--- config.mk ---
export PLATFORM = sky130hd
export DESIGN_NAME = intc_ctrl
export DESIGN_NICKNAME = d
export VERILOG_FILES = /design/src/rtl/intc_ctrl.sv
export SDC_FILE = /design/constraint.sdc
export NUM_CORES = 1
export LEC_CHECK = 0
export CAP_MARGIN = 20
export CORE_AREA = 5 5 77 72
export DETAILED_ROUTE_END_ITERATION = 16
export DIE_AREA = 0 0 82 77
export PLACE_DENSITY = 0.79
export SLEW_MARGIN = 20
export SYNTH_ARGS = -nofsm -noshare
export SYNTH_HDL_FRONTEND = slang
export SYNTH_SLANG_ARGS = --single-unit
--- constraint.sdc ---
create_clock -name clk -period 1.68 [get_ports clk]
set_input_delay 0.336 -clock clk [delete_from_list [all_inputs] [get_ports clk]]
set_output_delay 0.336 -clock clk [all_outputs]
set_load 0.02 [all_outputs]
--- src/rtl/intc_ctrl.sv ---
// intc_ctrl: memory-mapped interrupt controller with per-source mask, edge/level select and a claim register.
// Optional build macro INTC_SYNC_EN adds a 2-flop synchronizer ahead of the source sample register.
module intc_ctrl #(
   parameter int unsigned N_SRC    = 6,
   parameter logic [7:0]  MASK_RST = 8'h00,
   parameter logic [7:0]  EDGE_RST = 8'h00
) (
   input  logic             clk,
   input  logic             reset,
   input  logic [N_SRC-1:0] src_irq,
   input  logic [29:0]      Addr,
   input  logic             WE,
   input  logic [31:0]      Din,
   output logic [31:0]      Dout,
   output logic [N_SRC-1:0] hwint,
   output logic             irq
);

   typedef enum logic [1:0] {
      REG_PEND  = 2'd0,
      REG_MASK  = 2'd1,
      REG_EDGE  = 2'd2,
      REG_CLAIM = 2'd3
   } reg_sel_e;

   // Index of the lowest set bit; index 0 wins. Returns 0 for an all-zero vector.
   function automatic logic [2:0] lowest_idx(input logic [N_SRC-1:0] v);
      logic [2:0] idx;
      idx = 3'd0;
      for (int i = N_SRC - 1; i >= 0; i--) begin
         idx = v[i] ? 3'(i) : idx;
      end
      return idx;
   endfunction

   logic [N_SRC-1:0] cur_q;
   logic [N_SRC-1:0] prev_q;
   logic [N_SRC-1:0] pend_q, pend_d;
   logic [N_SRC-1:0] mask_q, mask_d;
   logic [N_SRC-1:0] edge_q, edge_d;
   logic [N_SRC-1:0] sample_s;
   logic [N_SRC-1:0] rise_s;
   logic [N_SRC-1:0] clr_s;
   logic [31:0]      claim_s;
   reg_sel_e         sel_s;
   logic             wr_pend_s;
   logic             wr_mask_s;
   logic             wr_edge_s;
   logic             wr_claim_s;
   logic             unused_s;

   assign unused_s = ^{Addr[29:2], Din[31:N_SRC]};

`ifdef INTC_SYNC_EN
   logic [N_SRC-1:0] sync1_q;
   logic [N_SRC-1:0] sync2_q;

   // Two-stage synchronizer for sources that are asynchronous to clk.
   always_ff @(posedge clk or negedge reset) begin
      if (!reset) begin
         sync1_q <= {N_SRC{1'b0}};
         sync2_q <= {N_SRC{1'b0}};
      end else begin
         sync1_q <= src_irq;
         sync2_q <= sync1_q;
      end
   end

   assign sample_s = sync2_q;
`else
   assign sample_s = src_irq;
`endif

   // Register address decode and write strobes.
   always_comb begin
      sel_s      = reg_sel_e'(Addr[1:0]);
      wr_pend_s  = WE && (sel_s == REG_PEND);
      wr_mask_s  = WE && (sel_s == REG_MASK);
      wr_edge_s  = WE && (sel_s == REG_EDGE);
      wr_claim_s = WE && (sel_s == REG_CLAIM);
   end

   // Per-source clear requests from PEND W1C and CLAIM acknowledge; out-of-range ids match no bit.
   always_comb begin
      clr_s = {N_SRC{1'b0}};
      for (int i = 0; i < N_SRC; i++) begin
         clr_s[i] = (wr_pend_s && Din[i]) || (wr_claim_s && (Din[2:0] == 3'(i)));
      end
   end

   assign rise_s = cur_q & ~prev_q;

   // Pending next state: level sources mirror the sample, edge sources latch rises and a rise beats a clear.
   always_comb begin
      pend_d = pend_q;
      for (int i = 0; i < N_SRC; i++) begin
         if (edge_q[i]) begin
            pend_d[i] = rise_s[i] | (pend_q[i] & ~clr_s[i]);
         end else begin
            pend_d[i] = cur_q[i];
         end
      end
   end

   // MASK and EDGE next state.
   always_comb begin
      mask_d = mask_q;
      edge_d = edge_q;
      if (wr_mask_s) begin
         mask_d = Din[N_SRC-1:0];
      end else begin
         mask_d = mask_q;
      end
      if (wr_edge_s) begin
         edge_d = Din[N_SRC-1:0];
      end else begin
         edge_d = edge_q;
      end
   end

   // State registers; prev starts at 0 so a source high at release reads as a rise.
   always_ff @(posedge clk or negedge reset) begin
      if (!reset) begin
         cur_q  <= {N_SRC{1'b0}};
         prev_q <= {N_SRC{1'b0}};
         pend_q <= {N_SRC{1'b0}};
         mask_q <= MASK_RST[N_SRC-1:0];
         edge_q <= EDGE_RST[N_SRC-1:0];
      end else begin
         cur_q  <= sample_s;
         prev_q <= cur_q;
         pend_q <= pend_d;
         mask_q <= mask_d;
         edge_q <= edge_d;
      end
   end

   assign hwint   = pend_q & mask_q;
   assign irq     = |hwint;
   assign claim_s = {irq, 28'h000_0000, lowest_idx(hwint)};

   // Read mux; reads reflect current register contents only.
   always_comb begin
      Dout = 32'h0000_0000;
      case (sel_s)
         REG_PEND:  Dout = {{(32 - N_SRC){1'b0}}, pend_q};
         REG_MASK:  Dout = {{(32 - N_SRC){1'b0}}, mask_q};
         REG_EDGE:  Dout = {{(32 - N_SRC){1'b0}}, edge_q};
         REG_CLAIM: Dout = claim_s;
         default:   Dout = 32'h0000_0000;
      endcase
   end

endmodule

# After elaboration in Yosys (flattened, before gate mapping)
# Cells that the tools add are included.
[word_totals]
ff_bits = 30
latch_bits = 0
ramBits = 0
romBits = 0
in_bits = 71
out_inout_bits = 39
wordCells = 72
memories = 0
[op_classes]
add_sub_neg = 0
n_mul = 0
n_div = 0
magnitude_cmp = 0
eq_ne = 8
n_shift = 0
mux = 13
bitwise = 21
n_reduce_logical = 25
[ops]
columns = ["operator", "n"]
rows = [
  ["$pmux W32 S4", 1],
  ["$mux W3", 6],
  ["$logic_and A1 B1 Y1", 16],
  ["$and A6 B6 Y6", 2],
  ["$and A1 B1 Y1", 6],
  ["$eq A3 B2 Y1 const B", 2],
  ["$eq A3 B3 Y1 const B", 2],
  ["$logic_or A1 B1 Y1", 6],
  ["$mux W1", 6],
  ["$not A1 Y1", 6],
  ["$not A6 Y6", 1],
  ["$or A1 B1 Y1", 6],
  ["$reduce_or A6 Y1", 1],
  ["$eq A2 B2 Y1 const B", 2],
  ["$eq A3 B1 Y1 const B", 1],
  ["$logic_not A3 Y1", 1],
  ["$eq A2 B1 Y1 const B", 1],
  ["$logic_not A2 Y1", 1],
]

# Depth between registers and ports, before layout
[depth]
ltp_word = 8
ltp_mapped = 6
mapped_depth_nobuf = 5

# Least setup slack after synthesis
# OpenSTA, ideal clock, no wires.
[synth_timing]
path_kind = "register to output"
start = "register pend_q[0]"
end = "output Dout[2]"
arrival_time_ns = 1.302
required_time_ns = 1.344
path_slack_ns = 0.042
stages_incl_launch_ff = 5
n_path_buf = 0
cell_sequence = "dfrtp_1 and2_1 nor2_1 nor4b_2 o32a_1"
[synth_between]
elab_chain_cells = 3
[synth_rtl]
columns = ["item", "line_no", "source"]
rows = [
  ["from (decl)", "38", "logic [N_SRC-1:0] pend_q, pend_d;"],
  ["from (signal assigned)", "126", "pend_q <= {N_SRC{1'b0}};"],
  ["from (signal assigned)", "132", "pend_q <= pend_d;"],
  ["$and A6 B6 Y6", "138", "assign hwint = pend_q & mask_q;"],
  ["net hwint[0]", "15", "output logic [N_SRC-1:0] hwint,"],
  ["$mux W3", "31", "idx = v[i] ? 3'(i) : idx;"],
  ["$pmux W32 S4", "145", "case (sel_s)"],
  ["to (decl)", "14", "output logic [31:0] Dout,"],
]
# The timed path passes the listed nets, and every way through them passes these cells. The select of a mux whose other input is x is not followed.

# Final worst setup path
[layout_timing]
start = "register pend_q[4]"
end = "output Dout[0]"
[layout_between]
elab_chain_cells = 7
[layout_rtl]
columns = ["item", "line_no"]
rows = [
  ["$and A6 B6 Y6", "138"],
  ["$mux W3 (5 in a row)", "31"],
  ["$pmux W32 S4", "145"],
]
# No other way between the ends. The select of a mux whose other input is x is not followed.

==> flow_summary.ini <==
[sta]
fin_crit_sh_pct = 106.0
final-setup-viol-count = 5
hold_ws_ps = 377.4
slew_violations = 0
fin_crit_ps = 1781
hold_violations = 0
fin_ws_ps = -101.5
fin_skew_ps = 3.651
clock.fmax_mhz = 561.3
rsz0062_at_grt = true

[yosys]
synth-edff-count = 0
synthTopCellsByArea = dfrtp_1 (48%), buf_4 (12%), nand2_1 (6.5%), mux2_1 (4.3%), mux2_2 (4.3%)
synthTopCellsByCount = dfrtp_1 (30), nand2_1 (27), buf_4 (26)
synth_xor_area_share_pct = 0
syn_area_um2 = 1567
ys_async_sr_fraction_pct = 100.0
synth-compound-area-share_pct = 8.626
synthSimpleGateAreaFrac_pct = 17.81
synth.distinct_cells = 32
synth_top_family_by_area = simple AND/OR/NAND/NOR gates
synth.most_common_cell = dfrtp_1
synth_cells = 156
yosys.area.top_type = dfrtp_1
yosysSeqAreaShare_pct = 47.92
synthAdderAreaFrac_pct = 0
netlist.area_leader.share_pct = 47.92
synth_warnings = 0
synth-main-ff-cell = dfrtp_1
postSynthAreaPerCell_um2 = 10.04
ys_seq_elements = 30
synthMuxAreaShare_pct = 10.54

[die]
die_h_um = 77
dieWidth_um = 82
core-area_um2 = 4684
io_pins = 110
rows = 24
initial_core_util_pct = 33.44
fp.dieArea_um2 = 6314

[global_route]
grt_pass1_wl_um = 6285
grt_antenna_before_repair = 0
overflow = 0
grt_usage_pct = 13.13
grt_pass1_vias = 1398
grt_max_degree = 31

[cts]
holdBufCountCts = 0
cts_buffer_depth = 2
numCtsBuffers = 5
clkSlewWorstSetupHoldPaths_ps = 60
root_buffer = clkbuf_8
cts_tree = built
h-tree-depth = 2
clk_latency_ps = 280
cts.sinks = 30

[pwr]
power_density_nw_per_um2 = 982.0
power_switching_share_pct = 32.13
irDropWorstVdd_mv = 0.5333
power_frac_seq_pct = 38.1
clkPwrFrac_pct = 22.5
finalPower_uw = 2314
power.internal_uw = 1570
p_comb_share_pct = 39.5
power.switching_uw = 743.5
total_leakage_power_uw = 0.001150

[finish]
area_growth_pct = 50.40
num-fill-cells = 452
fin_area_um2 = 2356
layout.nets = 307
diodes = 0
drive_above_1_share_pct = 37.29
fin_cells = 301

[min_path]
whs_path_depth = 0
holdPathEnd = prev_q[0]
hold_start = cur_q[0]
hold_path.class = reg -> reg

[worst_setup_path]
crit_path_cell_trace = and2_4, o21ai_0, nand3_1, a21oi_1, buf_4
worstPathMaxFanout = 3
r2r_slack_ps = 710
crit_type = reg -> out
r2r_end = pend_q[3]
cp_num_buf_inv = 1
worst_path_largest_cell_delay_ps = 390
crit_slowest_cell = dfrtp_1
critPathRequiredTime_ps = 1340
crit_family = flip-flops
critPathArrivalTime_ps = 1450
endpoint_kind = output port
ff2ff_path_depth = 4
rr_startpoint = pend_q[3]
start_kind = flip-flop

[run_status]
status = complete, but fails checks
violations = setup timing

[detailed_routing]
wl_per_cell_um = 12.98
vias = 1334
drtPass1Iterations = 4
antenna_left = 0
viasPerCell = 4.432
drtIter0Drc = 50
route.detailed.drc = 0
routed_wl_um = 3908

[placed_design]
dp_cells = 289
port-buffer-count = 30
dp_hpwl_um = 2938
gp_congestion = 0.8705
place_area_um2 = 2151

[run]
max_cap_violations = 0
-- flip-flops by register name, indices dropped and copies added, names as in the netlist --
signal	count
cur_q	6
edge_q	6
pend_q	6
prev_q	6
mask_q	6
-- layout make-up --
| cell class | count | area [um2] | share of cell area, % |
|---|---|---|---|
| well taps | 65 | 81.33 | 3.452 |
| flip-flops and latches | 30 | 750.7 | 31.86 |
| clock buffers | 7 | 76.32 | 3.240 |
| repair buffers | 78 | 673.1 | 28.57 |
| multi-input cells | 115 | 752.0 | 31.92 |
| inverters | 6 | 22.52 | 0.9559 |
-- stage by stage --
stage | setup WS [ps] | setup TNS (ps) | util (%)
2_1_floorplan | 42.14 | 0 | -
3_3_place_gp | -733.4 | -8305 | 45.91
3_5_place_dp | -754.8 | -8777 | 45.91
4_1_cts | -97.26 | -295.3 | 49.41
5_1_grt | -175.3 | -763.8 | 50.29
6_report | -101.5 | -372.4 | 50.29
-- power groups by stage --
stage               Combinational (uW)  Clock (uW)  Sequential, uW
floorplan                          399           0             884
global placement                   801           0             874
detailed placement                 818           0             883
CTS                                866         542             881
global route                       988         563             895
finish                             913         520             881
-- metal layers --
metal  wire length, um  global-route usage (%)  vias to the layer above  share of wire (%)
met1              1594                   15.08                      622                 41
met3               320                   3.864                        6                8.2
met2              1938                   22.21                       62                 50
li1                  -                       -                      644                  -
met4                54                   5.648                        0                1.4
met5                 0                       0                        -                  0
-- kinds of logic after synthesis --
family | count (synthesis)
AO/OA/AOI/OAI | 21
buffers and inverters | 35
flip-flops | 30
multiplexers | 15
other | 1
AND/OR/NAND/NOR | 54
-- how the worst max path moves through the flow --
stage	startpoint	to	slack [ps]	cells after the start
after floorplan	pend_q[0]	Dout[2]	40	4
after global placement	Addr[0]	Dout[3]	-730	6
after detailed placement	Addr[0]	Dout[2]	-750	6
after CTS	pend_q[0]	Dout[2]	-100	5
after global routing	pend_q[0]	Dout[2]	-180	5
final	pend_q[4]	Dout[0]	-100	5
-- cell usage in the layout, fill, tap and decap left out, types with 3 or more instances in the layout --
master            n
nand3_1           4
mux2_1            6
o21ai_1           3
clkdlybuf4s50_1  14
mux2i_1           3
clkbuf_8          5
a21oi_1           4
buf_4            43
conb_1           25
nand2_1          22
inv_1             4
dlygate4sd2_1     6
buf_6            10
o21ai_0           3
nand2_2           5
mux2_2            6
dfrtp_1          30
nor3_1            3
-- timing repair --
action | CTS | global route
resized for setup | 73 | 13
pin swaps | 9 | 4
gates cloned | 0 | 0
buffers inserted | 4 | 1
setup endpoints to repair | 14 | 8
(Power assumes the default switching activity.)
==> edit 1: new RTL, config.mk and constraints unchanged <==
The option `INTC_SYNC_EN` is turned on by a define.
--- a/src/rtl/intc_ctrl.sv
+++ b/src/rtl/intc_ctrl.sv
@@ -1,5 +1,7 @@
 // intc_ctrl: memory-mapped interrupt controller with per-source mask, edge/level select and a claim register.
 // Optional build macro INTC_SYNC_EN adds a 2-flop synchronizer ahead of the source sample register.
+`define INTC_SYNC_EN
+
 module intc_ctrl #(
    parameter int unsigned N_SRC    = 6,
    parameter logic [7:0]  MASK_RST = 8'h00,
Check against the original RTL: not equivalent (a bounded check fails within 4 cycles, from zero or initial values and one cycle with reset low).
==> edit 1 against the original RTL <==
  * The run still ends with setup timing left
  * Maximum frequency fell by 3.5%
  * Count of clock-buffer cells in the layout fell by 2
  * Routed wire length rose by 13%
  * Sequential power rose by 35%
  * Worst setup slack got worse by 0.064 ns
  * Via count rose by 6.4%
  * Register-to-register slack got worse by 0.02 ns
  * Synthesized area rose by 19%
  * Design area rose by 14%
  * Cell count rose by 3.7%
  * Sequential cell count rose by 12
  * Power rose by 23%
  * Largest power group is now sequential cells
==> edit 1: results (changes against the original RTL) <==
| Metric | Value |
|---|---|
| Slew Limit Fails | `0 (unchanged)` |
| CP Data Arrival Time | `1.51 ns (was 1.45 ns)` |
| Hpwl dp | `3.124 mm (was 2.938 mm)` |
| Clk slew on worst S/H paths | `0.08 ns (was 0.06 ns)` |
| Iteration-0 DRC Markers | `98 (was 50)` |
| CTS H-tree lvls | `2 (unchanged)` |
| Via/cell ratio | `4.548 (was 4.432)` |
| Placed Instances | `296 (was 289)` |
| Seq/Total Area, Yosys | `56.30% (was 47.92%)` |
| Vias in the first global route | `1532 (was 1398)` |
| Fin cells | `312 (was 301)` |
| Share of post-route cells with drive strength above 1 | `36.44% (was 37.29%)` |
| Delay-heaviest family, CP | `simple AND/OR/NAND/NOR gates (was flip-flops)` |
| Violated checks | `setup timing (unchanged)` |
| Fill count | `422 (was 452)` |
| Fin nets | `317 (was 307)` |
| Final WS setup | `-0.1654 ns (was -0.1015 ns)` |
| Status | `finished, violations left (unchanged)` |
| Worst vdd ir | `0.0006311 V (was 0.0005333 V)` |
| Synth Area per Inst | `11.11 um2 (was 10.04 um2)` |
| Routability cong. | `0.8523 (was 0.8705)` |
| Mux cell area share after synthesis | `8.847% (was 10.54%)` |
| WL/cell | `14.12 um (was 12.98 um)` |
| Net Sw Frac | `30.02% (was 32.13%)` |
| Synth cell count leaders | `dfrtp_1 (42), nand2_1 (27), buf_4 (26) (was dfrtp_1 (30), nand2_1 (27), buf_4 (26))` |
| Endpoints failing setup | `5 (unchanged)` |
| Hold Crit Class | `in2async (was reg2reg)` |
| Synth top area cells | `dfrtp_1 (56%), buf_4 (10%), nand2_1 (5.4%) (was dfrtp_1 (48%), buf_4 (12%), nand2_1 (6.5%))` |
| Met1 usage | `17.75% (was 15.08%)` |
| Post-synthesis xor/xnor area fraction | `0% (unchanged)` |
| Met2 usage | `24.39% (was 22.21%)` |
| Met3 global-route usage | `3.630% (was 3.864%)` |
| Ys Warns | `0 (unchanged)` |
| Clk_skew | `0.005945 ns (was 0.003651 ns)` |
| GRT Overall Usage | `14.73% (was 13.13%)` |
| Leakage | `1.300 nW (was 1.150 nW)` |
| R2R Setup Slk | `0.69 ns (was 0.71 ns)` |
## edit 1: cell types whose count changed in the layout (fill, tap and decap cells not counted), sizes merged
| cell | change |
|---|---|
| bufinv | +1 |
| clkdlybuf4s15 | -1 |
| dlygate4sd2 | +1 |
| dfrtp | +12 |
| clkdlybuf4s50 | -1 |
| clkbuf | -2 |
| clkinv | +2 |
| buf | -1 |
## edit 1: what timing repair did
action	4_1_cts	5_1_grt
endpoints found under the setup margin	14	9
pin swaps	9	6
gates resized for setup	72	11
gates cloned	1	0
buffers inserted	5	3
## edit 1: cell type report
| class | count | area share, % |
|---|---|---|
| Clock inverter | 3 | 1.495 |
| Sequential cell | 42 | 39.25 |
| Clock buffer | 5 | 2.570 |
| Inverter | 6 | 0.8411 |
| Tap cell | 65 | 3.037 |
| Timing Repair Buffer | 76 | 24.39 |
| Multi-Input combinational cell | 115 | 28.41 |
## edit 1: logic make-up after synthesis
kind of cell,Yosys count
AND/OR/NAND/NOR,54
flip-flops,42
buffers and inverters,35
AO/OA/AOI/OAI,21
multiplexers,15
other,1
## edit 1: path summary, 6_finish.rpt
check                            start          to  cells after the start
min                              reset  sync1_q[4]                      2
max in group asynchronous        reset  sync1_q[3]                      2
max                          pend_q[0]     Dout[2]                      5
min reg2reg                sample_s[2]    cur_q[2]                      0
max reg2reg                  pend_q[3]   pend_q[3]                      4
min in group clk           sample_s[2]    cur_q[2]                      0
## edit 1: stage by stage
step	setup TNS (ns)	cell area, um2	hold slack, ns	utilization (%)	setup slack [ns]
floorplan	0	1957	0.04041	-	0.04214
global placement	-7.017	2434	0.3190	51.95	-0.7136
detailed placement	-7.790	2434	0.3234	51.95	-0.7568
CTS	-0.3566	2623	0.003676	55.98	-0.1306
global route	-0.9102	2678	0.02827	57.16	-0.2533
finish	-0.5910	2678	0.001409	57.16	-0.1654
## edit 1: routing by layer
| layer | part of all wire (%) | up-vias |
|---|---|---|
| li1 | - | 671 |
| met4 | 2.0 | 0 |
| met5 | 0 | - |
| met3 | 5.2 | 11 |
| met2 | 52 | 43 |
| met1 | 41 | 694 |
## edit 1: power by group through the flow
stage	registers [W]	clock network (W)	logic, W
final	0.00119	0.000774	0.000892
after floorplan	0.00120	0	0.000399
after CTS	0.00119	0.000787	0.000843
after detailed placement	0.00120	0	0.000794
after global routing	0.00120	0.000821	0.000962
after global placement	0.00119	0	0.000773
## edit 1: worst register-to-register path, delay by kind of cell (launching register included)
family	cells	cell delay, ns
compound gates	2	0.28
simple gates	1	0.05
buf+inv	1	0.15
flops	1	0.40
==> edit 2: new RTL, same flow settings <==
Made on the original files. Register the inputs `Addr`, `WE` and `Din` before use, without a reset. The logic sees them one clock later. The other inputs are not delayed to match.
--- a/src/rtl/intc_ctrl.sv
+++ b/src/rtl/intc_ctrl.sv
@@ -22,6 +22,16 @@
       REG_EDGE  = 2'd2,
       REG_CLAIM = 2'd3
    } reg_sel_e;
+
+   logic [29:0] Addr_q;
+   logic WE_q;
+   logic [31:0] Din_q;
+
+   always_ff @(posedge clk) begin
+      Addr_q <= Addr;
+      WE_q   <= WE;
+      Din_q  <= Din;
+   end
 
    // Index of the lowest set bit; index 0 wins. Returns 0 for an all-zero vector.
    function automatic logic [2:0] lowest_idx(input logic [N_SRC-1:0] v);
@@ -49,7 +59,7 @@
    logic             wr_claim_s;
    logic             unused_s;
 
-   assign unused_s = ^{Addr[29:2], Din[31:N_SRC]};
+   assign unused_s = ^{Addr_q[29:2], Din_q[31:N_SRC]};
 
 `ifdef INTC_SYNC_EN
    logic [N_SRC-1:0] sync1_q;
@@ -73,18 +83,18 @@
 
    // Register address decode and write strobes.
    always_comb begin
-      sel_s      = reg_sel_e'(Addr[1:0]);
-      wr_pend_s  = WE && (sel_s == REG_PEND);
-      wr_mask_s  = WE && (sel_s == REG_MASK);
-      wr_edge_s  = WE && (sel_s == REG_EDGE);
-      wr_claim_s = WE && (sel_s == REG_CLAIM);
+      sel_s      = reg_sel_e'(Addr_q[1:0]);
+      wr_pend_s  = WE_q && (sel_s == REG_PEND);
+      wr_mask_s  = WE_q && (sel_s == REG_MASK);
+      wr_edge_s  = WE_q && (sel_s == REG_EDGE);
+      wr_claim_s = WE_q && (sel_s == REG_CLAIM);
    end
 
    // Per-source clear requests from PEND W1C and CLAIM acknowledge; out-of-range ids match no bit.
    always_comb begin
       clr_s = {N_SRC{1'b0}};
       for (int i = 0; i < N_SRC; i++) begin
-         clr_s[i] = (wr_pend_s && Din[i]) || (wr_claim_s && (Din[2:0] == 3'(i)));
+         clr_s[i] = (wr_pend_s && Din_q[i]) || (wr_claim_s && (Din_q[2:0] == 3'(i)));
       end
    end
 
@@ -107,12 +117,12 @@
       mask_d = mask_q;
       edge_d = edge_q;
       if (wr_mask_s) begin
-         mask_d = Din[N_SRC-1:0];
+         mask_d = Din_q[N_SRC-1:0];
       end else begin
          mask_d = mask_q;
       end
       if (wr_edge_s) begin
-         edge_d = Din[N_SRC-1:0];
+         edge_d = Din_q[N_SRC-1:0];
       end else begin
          edge_d = edge_q;
       end
Formal check against the unedited RTL: not equivalent (Yosys sat finds a counterexample within 4 cycles, from zero or initial values and one cycle with reset low).
==> edit 2 against the original RTL <==
  * Routed wire length increased by 5.6%
  * Power increased by 27%
  * Synthesized cell count increased by 1.9%
  * Sequential cell count increased by 9
  * Synthesized area increased by 13%
  * The flow still finishes with violations (setup timing)
  * Worst setup slack got worse by 0.19 ns
  * Design area increased by 10%
  * Clock skew increased by 0.0033 ns
==> edit 2: results (changes against the original RTL) <==
| Metric | Value |
|---|---|
| Routability cong. | `0.8214 (was 0.8705)` |
| R2R Setup Slk | `0.09 ns (was 0.71 ns)` |
| Synth cell count leaders | `dfrtp_1 (30), buf_4 (26), nand2_1 (24), mux2_2 (12), dfxtp_1 (9) (was dfrtp_1 (30), nand2_1 (27), buf_4 (26))` |
| Worst hold stages | `0 (unchanged)` |
| Met3 wire len | `296 um (was 320 um)` |
| Post-synth top flop | `dfrtp_1 (unchanged)` |
| Number of buffers created by CTS | `5 (unchanged)` |
| Ys Warns | `0 (unchanged)` |
| CTS H-tree lvls | `2 (unchanged)` |
| Largest net degree at the start of global routing | `31 (unchanged)` |
| Synth top area cells | `dfrtp_1 (42%), buf_4 (11%), dfxtp_1 (10%) (was dfrtp_1 (48%), buf_4 (12%), nand2_1 (6.5%))` |
| Violated checks | `setup timing (unchanged)` |
| Synth async-reset ratio | `76.92% (was 100.0%)` |
| Leakage | `1.218 nW (was 1.150 nW)` |
| CTS Root Cell | `clkbuf_8 (unchanged)` |
| First-pass GRT wire length | `6.430 mm (was 6.285 mm)` |
| GRT Overall Usage | `13.74% (was 13.13%)` |
| Fill count | `382 (was 452)` |
| Post-Route WL | `4.127 mm (was 3.908 mm)` |
| Worst Hold Path EP | `prev_q[0] (unchanged)` |
| Cell depth of the worst flop-to-flop path | `8 (was 4)` |
| Max Clk Rate | `0.5077 GHz (was 0.5613 GHz)` |
| Share of post-route cells with drive strength above 1 | `42.19% (was 37.29%)` |
| Port Buffers | `30 (unchanged)` |
| Hold Startpoint | `cur_q[0] (unchanged)` |
| Seq/Total Area, Yosys | `52.43% (was 47.92%)` |
| DR WL met2 | `2.196 mm (was 1.938 mm)` |
| Clk_skew | `0.006928 ns (was 0.003651 ns)` |
| Vias in the first global route | `1347 (was 1398)` |
| Hpwl dp | `2.956 mm (was 2.938 mm)` |
| Reg2Reg Capture Point | `pend_q[3] (unchanged)` |
| Clk slew on worst S/H paths | `0.07 ns` |
| Distinct cells, synth | `37 (was 32)` |
| Clk_lat worst skew | `0.29 ns` |
| CP peak stage delay | `0.39 ns (about the same)` |
| Endpoints failing setup | `7 (was 5)` |
| Setup TNS | `-0.9481 ns (was -0.3724 ns)` |
| Delay-heaviest family, CP | `simple AND/OR/NAND/NOR gates (was flip-flops)` |
| Status | `finished, violations left (unchanged)` |
| CP Data Arrival Time | `1.63 ns (was 1.45 ns)` |
| DR top layer | `met4 (unchanged)` |
| Hold Crit Class | `reg2reg (unchanged)` |
| Maximum root-to-sink buffer count | `2 (unchanged)` |
| Reg2reg start | `Addr_q[1] (was pend_q[3])` |
| CP max-delay cell | `dfrtp_1 (unchanged)` |
| Iteration-0 DRC Markers | `50 (unchanged)` |
| Via/cell ratio | `4.493 (was 4.432)` |
| Final WS setup | `-0.2896 ns (was -0.1015 ns)` |
| Worst vdd ir | `0.0008241 V (was 0.0005333 V)` |
| M1 WL | `1.561 mm (was 1.594 mm)` |
edit 2: changes by cell type in the layout (fill, tap and decap cells not counted), moves of 3 or more:
cell     before  now
dfxtp_1       0    8
mux2_1        6    0
buf_6        10   14
mux2_2        6   12
and2_4        2    5
buf_4        43   39
edit 2: worst reg2reg max path: stages, from the launching register on:
cell	delay [ns]
dfxtp_2	0.33
buf_6	0.13
buf_6	0.12
buf_6	0.12
buf_4	0.13
nor3b_2	0.21
buf_4	0.16
a21oi_1	0.06
a22o_1	0.23
edit 2: final cells by class:
type                            instances  area, um2  area share (%)
Sequential cell                        39      932.1           35.92
Multi-Input combinational cell        112      772.0           29.75
Timing Repair Buffer                   75      665.6           25.65
Tap cell                               65      81.33           3.134
Clock buffer                            6      72.57           2.797
Clock inverter                          2      60.06           2.314
Inverter                                3      11.26          0.4339
edit 2: worst max-delay path by stage:
| stage | slack, ns | from | to |
|---|---|---|---|
| CTS | -0.31 | pend_q[0] | Dout[2] |
| global placement | -0.44 | pend_q[0] | Dout[2] |
| global route | -0.34 | pend_q[0] | Dout[2] |
| detailed placement | -0.46 | pend_q[0] | Dout[2] |
| floorplan | 0.03 | pend_q[1] | Dout[0] |
| finish | -0.29 | pend_q[0] | Dout[2] |
edit 2: cells by family after synthesis:
group | after synthesis | synth area share, %
buf+inv | 32 | 13.39
flops | 39 | 52.43
mux | 15 | 9.302
compound gates | 21 | 8.739
other cells | 1 | 0.2112
simple gates | 51 | 15.93
edit 2: what timing repair did:
item | 4_1_cts | 5_1_grt
setup buffers | 5 | 7
resized for setup | 79 | 12
setup endpoints to repair | 14 | 10
pin swaps | 7 | 4
cloned | 0 | 0
edit 2: through the flow:
| stage | instances | worst slack [ns] | instance area (um2) | util (%) | hold slack (ns) |
|---|---|---|---|---|---|
| 2_1_floorplan | 183 | 0.03433 | 1866 | - | 0.04041 |
| 3_3_place_gp | 284 | -0.4381 | 2283 | 48.74 | 0.3595 |
| 3_5_place_dp | 284 | -0.4584 | 2283 | 48.74 | 0.3649 |
| 4_1_cts | 297 | -0.3068 | 2524 | 53.87 | 0.3804 |
| 5_1_grt | 302 | -0.3381 | 2595 | 55.40 | 0.3935 |
| 6_report | 302 | -0.2896 | 2595 | 55.40 | 0.3801 |
edit 2: metal layers:
metal  up-vias  track usage (%)
li1        650                -
met1       645            15.32
met2        52            23.91
met3        10            3.747
met4         0            5.980
met5         -                0
edit 2: power breakdown:
group | internal, W | switching, W
clock | 0.000593 | 0.000311
combinational | 0.000481 | 0.000433
sequential | 0.00104 | 0.0000735
total | 0.00212 | 0.000817
